--- src/rtl/seg7_scan_ctrl.sv ---
// Eight-digit seven-segment scan controller: dark gap, then lit slot, per digit.
// Optional leading-zero suppression when SEG7_SCAN_LZ_BLANK_EN is defined.
module seg7_scan_ctrl #(
    parameter int SHOW_CYCLES  = 100000,
    parameter int BLANK_CYCLES = 1000
) (
    input  logic       clk,
    input  logic       rst,
    input  logic       en,
    input  logic       wr_en,
    input  logic [2:0] wr_addr,
    input  logic [3:0] wr_data,
    input  logic       wr_dp,
    output logic [3:0] num,
    output logic [2:0] sel,
    output logic       dp,
    output logic       digit_en,
    output logic       frame_tick
);
    localparam int MAX_CYCLES = (SHOW_CYCLES > BLANK_CYCLES) ? SHOW_CYCLES : BLANK_CYCLES;
    localparam int CNT_W      = $clog2(MAX_CYCLES + 1);
    localparam logic [CNT_W-1:0] BLANK_LAST = CNT_W'(BLANK_CYCLES - 1);
    localparam logic [CNT_W-1:0] SHOW_LAST  = CNT_W'(SHOW_CYCLES - 1);

    typedef enum logic {ST_BLANK, ST_SHOW} state_t;

    state_t           state_q, state_d;
    logic [CNT_W-1:0] cnt_q, cnt_d;
    logic [2:0]       idx_q, idx_d;
    logic [7:0][3:0]  digit_mem_q, digit_mem_d;
    logic [7:0]       dp_mem_q, dp_mem_d;
    logic             digit_en_q, digit_en_d;
    logic             frame_tick_q, frame_tick_d;
    logic             lz_suppress;

    always_comb begin
        digit_mem_d = digit_mem_q;
        dp_mem_d    = dp_mem_q;
        if (wr_en) begin
            digit_mem_d[wr_addr] = wr_data;
            dp_mem_d[wr_addr]    = wr_dp;
        end
    end

    always_comb begin
        state_d      = state_q;
        cnt_d        = cnt_q + 1'b1;
        idx_d        = idx_q;
        frame_tick_d = 1'b0;
        if (!en) begin
            state_d = ST_BLANK;
            cnt_d   = '0;
        end else if (state_q == ST_BLANK) begin
            if (cnt_q == BLANK_LAST) begin
                state_d = ST_SHOW;
                cnt_d   = '0;
            end
        end else if (cnt_q == SHOW_LAST) begin
            state_d      = ST_BLANK;
            cnt_d        = '0;
            idx_d        = idx_q + 3'd1;
            frame_tick_d = (idx_q == 3'd7);
        end
    end

`ifdef SEG7_SCAN_LZ_BLANK_EN
    // Evaluated on next-cycle contents so digit_en tracks the registered num/sel.
    logic [7:0] zero_from;
    logic       zero_acc;
    always_comb begin
        zero_from = '0;
        zero_acc  = 1'b1;
        for (int i = 7; i >= 0; i--) begin
            zero_acc     = zero_acc & (digit_mem_d[i] == 4'h0);
            zero_from[i] = zero_acc;
        end
        lz_suppress = (idx_d != 3'd0) && zero_from[idx_d];
    end
`else
    assign lz_suppress = 1'b0;
`endif

    assign digit_en_d = (state_d == ST_SHOW) && !lz_suppress;

    always_ff @(posedge clk) begin
        if (rst) begin
            state_q      <= ST_BLANK;
            cnt_q        <= '0;
            idx_q        <= '0;
            digit_mem_q  <= '0;
            dp_mem_q     <= '0;
            digit_en_q   <= 1'b0;
            frame_tick_q <= 1'b0;
        end else begin
            state_q      <= state_d;
            cnt_q        <= cnt_d;
            idx_q        <= idx_d;
            digit_mem_q  <= digit_mem_d;
            dp_mem_q     <= dp_mem_d;
            digit_en_q   <= digit_en_d;
            frame_tick_q <= frame_tick_d;
        end
    end

    assign sel        = idx_q;
    assign num        = digit_mem_q[idx_q];
    assign dp         = dp_mem_q[idx_q];
    assign digit_en   = digit_en_q;
    assign frame_tick = frame_tick_q;
endmodule

--- config.mk ---
export PLATFORM = sky130hd
export DESIGN_NAME = seg7_scan_ctrl
export DESIGN_NICKNAME = d
export VERILOG_FILES = /design/src/rtl/seg7_scan_ctrl.sv
export SDC_FILE = /design/constraint.sdc
export NUM_CORES = 1
export LEC_CHECK = 0
export CORE_UTILIZATION = 60
export CTS_BUF_LIST = sky130_fd_sc_hd__clkbuf_2
export CTS_CLUSTER_SIZE = 40
export DETAILED_ROUTE_END_ITERATION = 12
export PLACE_DENSITY = 0.82
export SLEW_MARGIN = 20
export SYNTH_ARGS = -nofsm -noshare
export SYNTH_HDL_FRONTEND = slang
export SYNTH_SLANG_ARGS = --single-unit
--- constraint.sdc ---
create_clock -name clk -period 2 [get_ports clk]
set_input_delay 0.3 -clock clk [delete_from_list [all_inputs] [get_ports clk]]
set_output_delay 0.3 -clock clk [all_outputs]
set_load 0.005 [all_outputs]
# Yosys cells after proc, flatten, opt, wreduce, memory -nomap -nowiden
# Cells that the tools add are included.
[word_totals]
register_bits = 62
input_bits = 12
output_inout_bits = 10
[classes]
add_sub_neg = 2
n_lt_le_gt_ge = 3
eq_ne = 3
mux = 16
n_bitwise = 3
n_reduce_logical = 4
[ops]
columns = ["cell", "n"]
rows = [
  ["$mux W17", 3],
  ["$bwmux W32", 1],
  ["$add A17 B1 Y17 const B", 1],
  ["$eq A17 B10 Y1 const B", 1],
  ["$eq A17 B17 Y1 const B", 1],
  ["$bmux W4 S3", 1],
  ["$demux W4 S3", 1],
  ["$bwmux W8", 1],
  ["$lt A3 B4 Y1 const B", 2],
  ["$mux W4", 2],
  ["$mux W1", 5],
  ["$reduce_or A4 Y1", 1],
  ["$add A3 B1 Y3 const B", 1],
  ["$bmux W1 S3", 1],
  ["$demux W1 S3", 1],
  ["$eq A3 B3 Y1 const B", 1],
  ["$ge A3 B1 Y1 const B", 1],
  ["$not A1 Y1", 3],
  ["$reduce_and A3 Y1", 1],
  ["$reduce_or A2 Y1", 1],
  ["$logic_and A1 B1 Y1", 1],
]

# Depth between registers and ports, before layout
[depth]
word_depth = 5
depth_mapped = 6

# Worst setup path before layout
# Ideal clock, no wire load.
[synth_timing]
path_type = "flip-flop to output port"
startpoint = "reg idx_q[0] (netlist: sel[0])"
endpoint = "out dp"
t_arrival_ns = 1.502
required_time_ns = 1.700
setup_slack_ns = 0.198
path_stages_with_launch = 4
path_buffers = 1
path_cell_list = "dfxtp_1 > buf_2 > mux4_2 > mux2_2"
[synth_via]
elab_chain_cells = 2
[synth_rtl]
columns = ["item", "line_no", "text"]
rows = [
  ["from (decl)", "29", "logic [2:0] idx_q, idx_d;"],
  ["from (signal assigned)", "97", "idx_q <= idx_d;"],
  ["$bmux W1 S3", "107", "assign dp = dp_mem_q[idx_q];"],
  ["$mux W1 (implied by the code)", "107", ""],
  ["to (decl)", "16", "output logic dp,"],
]
# Every way passes these cells. The select of a mux whose other input is x is not followed.

# Worst setup path in the final report
# Same ends and word-level chain as after synthesis.

==> flow_metrics.py <==
metrics = {
    "logic_synthesis": {
        "ys_top_cells_by_area": "dfxtp_1 44%, mux2i_1 14%, mux4_2 8.0%",
        "ys_seq_elements": 62,
        "syn_area_per_cell_um2": 10.2,
        "synth-main-ff-cell": "dfxtp_1",
        "syn-cell-area_um2": 2820,
        "synth.distinct_cells": 38,
        "synthArstFlopShare": 0,
        "yosysTopAreaCellShare": 0.440,
        "syn_inst": 277,
        "synth_edf_count": 0,
        "synth.yosys.seq_area_share": 0.440,
        "syn-num-nets": 292,
        "synth_largest_area_cell": "dfxtp_1",
        "ys_warn_count": 0,
    },
    "routing": {
        "drtIter0Drc": 169,
        "dr.pass1.iters": 9,
        "wire_per_inst_um": 16.3,
        "ant_nets": 0,
        "wl_um": 5970,
        "drc": 4,
        "dr_total_vias": 2186,
        "via_per_inst": 5.96,
    },
    "outcome": {
        "violations": "design-rule violations, negative setup slack",
        "status": "finished with violations",
    },
    "critical_path": {
        "path_cells": "buf_12 -> mux4_2 -> mux2_4 -> buf_6",
        "crit_family": "multiplexers",
        "slowest_stage": "mux4_2",
        "cp-start-kind": "flop",
        "cp-end-kind": "output port",
        "crit_arrival_ns": 1.94,
        "cp_num_buf_inv": 2,
        "worstPathMaxFanout": 6,
        "max_stage_delay_ns": 0.50,
        "worstSetupPathType": "reg2out",
        "critPathRequiredTime_ns": 1.70,
    },
    "global_routing": {
        "antenna_found_initial": 0,
        "grt_overflow": 0,
        "met1_usage": 0.357,
        "grt_usage": 0.262,
        "met2_usage": 0.416,
        "grt_pass1_wl_um": 9900,
        "grt_busiest_layer": "met2",
        "grt_pass1_vias": 2078,
        "grt_max_degree": 37,
        "gr-usage-met3": 0.0442,
    },
    "cts": {
        "clk_path_buf_depth": 2,
        "holdBufCountCts": 0,
        "cts_tree": "done",
        "cts_sinks": 62,
        "cts_inserted_buffers": 9,
        "path_clk_slew_ns": 0.15,
        "ctsHtreeMaxLevel": 3,
        "clock_latency_ns": 0.47,
        "cts_root_buf": "clkbuf_2",
    },
    "placed_design": {
        "preCtsSetupSlack_ns": -0.0753,
        "dp_hpwl_um": 3990,
        "place_congestion": 0.836,
        "port_buffers": 21,
    },
    "sta": {
        "whs_ns": 0.479,
        "hold_viol_final": 0,
        "timing.final.ws_setup_ns": -0.240,
        "slew_headroom": 0.724,
        "final.setup.tns_ns": -1.11,
        "clock.fmax_mhz": 446,
        "finalSetupViolCount": 5,
        "finalCriticalPeriod_ns": 2.24,
        "post-route-period-util": 1.12,
        "worstMarginPinSlew_ns": 0.408,
        "rsz0062_at_grt": "true",
        "slew_violations": 0,
        "finClkSkew_ns": 0.0157,
    },
    "layout": {
        "final_cell_mix": "60 x dfxtp_1, 42 x nor2_1, 40 x mux2i_1",
        "fin_nets": 327,
        "final_common_cell": "dfxtp_1",
        "diodes": 0,
        "utilization": 0.751,
        "multi_input_area_um2": 1510,
        "ff_latch_area_um2": 1250,
        "area.growth.synth_to_final_pct": 18.2,
        "drive_gt1_frac": 0.213,
        "fill_cells": 315,
    },
    "die": {
        "die_height_um": 70.6,
        "core_area_um2": 4440,
        "die_w_um": 70.6,
        "rows": 24,
        "die_area_um2": 4990,
        "io_pins": 22,
        "start_util": 0.635,
    },
    "pwr": {
        "p_per_area_nw_per_um2": 589,
        "finalPower_mw": 1.97,
        "leakagePower_nw": 1.30,
        "vdd_drop_max_mv": 0.508,
    },
    "flow_run": {
        "cap_violations": 0,
    },
    "min_path": {
        "holdCritPathClass": "reg2reg",
    },
}
==> synthesized netlist by cell type (2+ instances only) <==
| master | number |
|---|---|
| and4_1 | 2 |
| mux2_2 | 5 |
| nor4_1 | 4 |
| nor3_1 | 17 |
| nand2b_1 | 2 |
| nor2_1 | 42 |
| mux4_2 | 10 |
| ha_1 | 3 |
| nor3b_2 | 2 |
| buf_2 | 2 |
| nand2_1 | 8 |
| a21oi_1 | 4 |
| o21ai_0 | 5 |
| clkbuf_1 | 17 |
| nand3_1 | 6 |
| nand4b_1 | 3 |
| xnor2_1 | 8 |
| mux2i_1 | 40 |
| a211oi_1 | 2 |
| xor2_1 | 4 |
| or3_1 | 3 |
| inv_1 | 4 |
| nand4_1 | 8 |
| dfxtp_1 | 62 |
==> cells by family (layout without fill, tap and decap cells) <==
logic type / after synthesis / in the layout / synth area share
simple gates: 107 / 107 / 0.203
flops: 62 / 62 / 0.440
mux: 55 / 55 / 0.241
buf+inv: 24 / 62 / 0.0328
compound gates: 14 / 14 / 0.0323
xor+xnor: 12 / 12 / 0.0372
fa+ha+maj: 3 / 3 / 0.0133
==> per-stage QoR <==
stage | std cells | instance area, µm²
2_1_floorplan | 277 | 2820
3_3_place_gp | 351 | 3200
3_5_place_dp | 351 | 3200
4_1_cts | 367 | 3330
5_1_grt | 367 | 3340
6_report | 367 | 3340
==> state kept, by name, indices dropped and copies added (netlist names) <==
name / flops
digit_mem_q: 32
cnt_q: 17
dp_mem_q: 8
sel: 3
digit_en: 1
frame_tick: 1
==> layer usage <==
layer  part of all wire  wire, µm
met1               0.47      2800
met5                  0         0
met3              0.050       299
met2               0.46      2760
met4              0.017       101
==> layout make-up <==
type | instances | share of cell area
Clock buffer | 11 | 0.0165
Timing Repair Buffer | 44 | 0.130
Multi-Input combinational cell | 191 | 0.452
Sequential cell | 62 | 0.373
Clock inverter | 3 | 0.00412
Tap cell | 52 | 0.0195
Inverter | 4 | 0.00450
==> power breakdown <==
part / switching, mW / leakage [nW] / internal, mW
registers: 0.0102 / 0.502 / 1.25
clock network: 0.408 / 0.0551 / 0.153
logic: 0.0723 / 0.744 / 0.0685
==> what timing repair did <==
action | 4_1_cts | 5_1_grt
resized for setup | 32 | 2
buffers inserted | 1 | 0
endpoints found under the setup margin | 5 | 5
gates cloned | 1 | 0
hold endpoints to repair | 0 | 0
==> final timing paths <==
check | start | to | slack (ns) | cells past startpoint
worst max-delay path | sel[0] | dp | -0.24 | 4
worst min-delay path | cnt_q[0] | cnt_q[0] | 0.48 | 1
worst max register to register | cnt_q[6] | cnt_q[15] | 0.10 | 4
worst min register to register | cnt_q[0] | cnt_q[0] | 0.48 | 1
No activity file was read; power rests on OpenSTA's default activity.
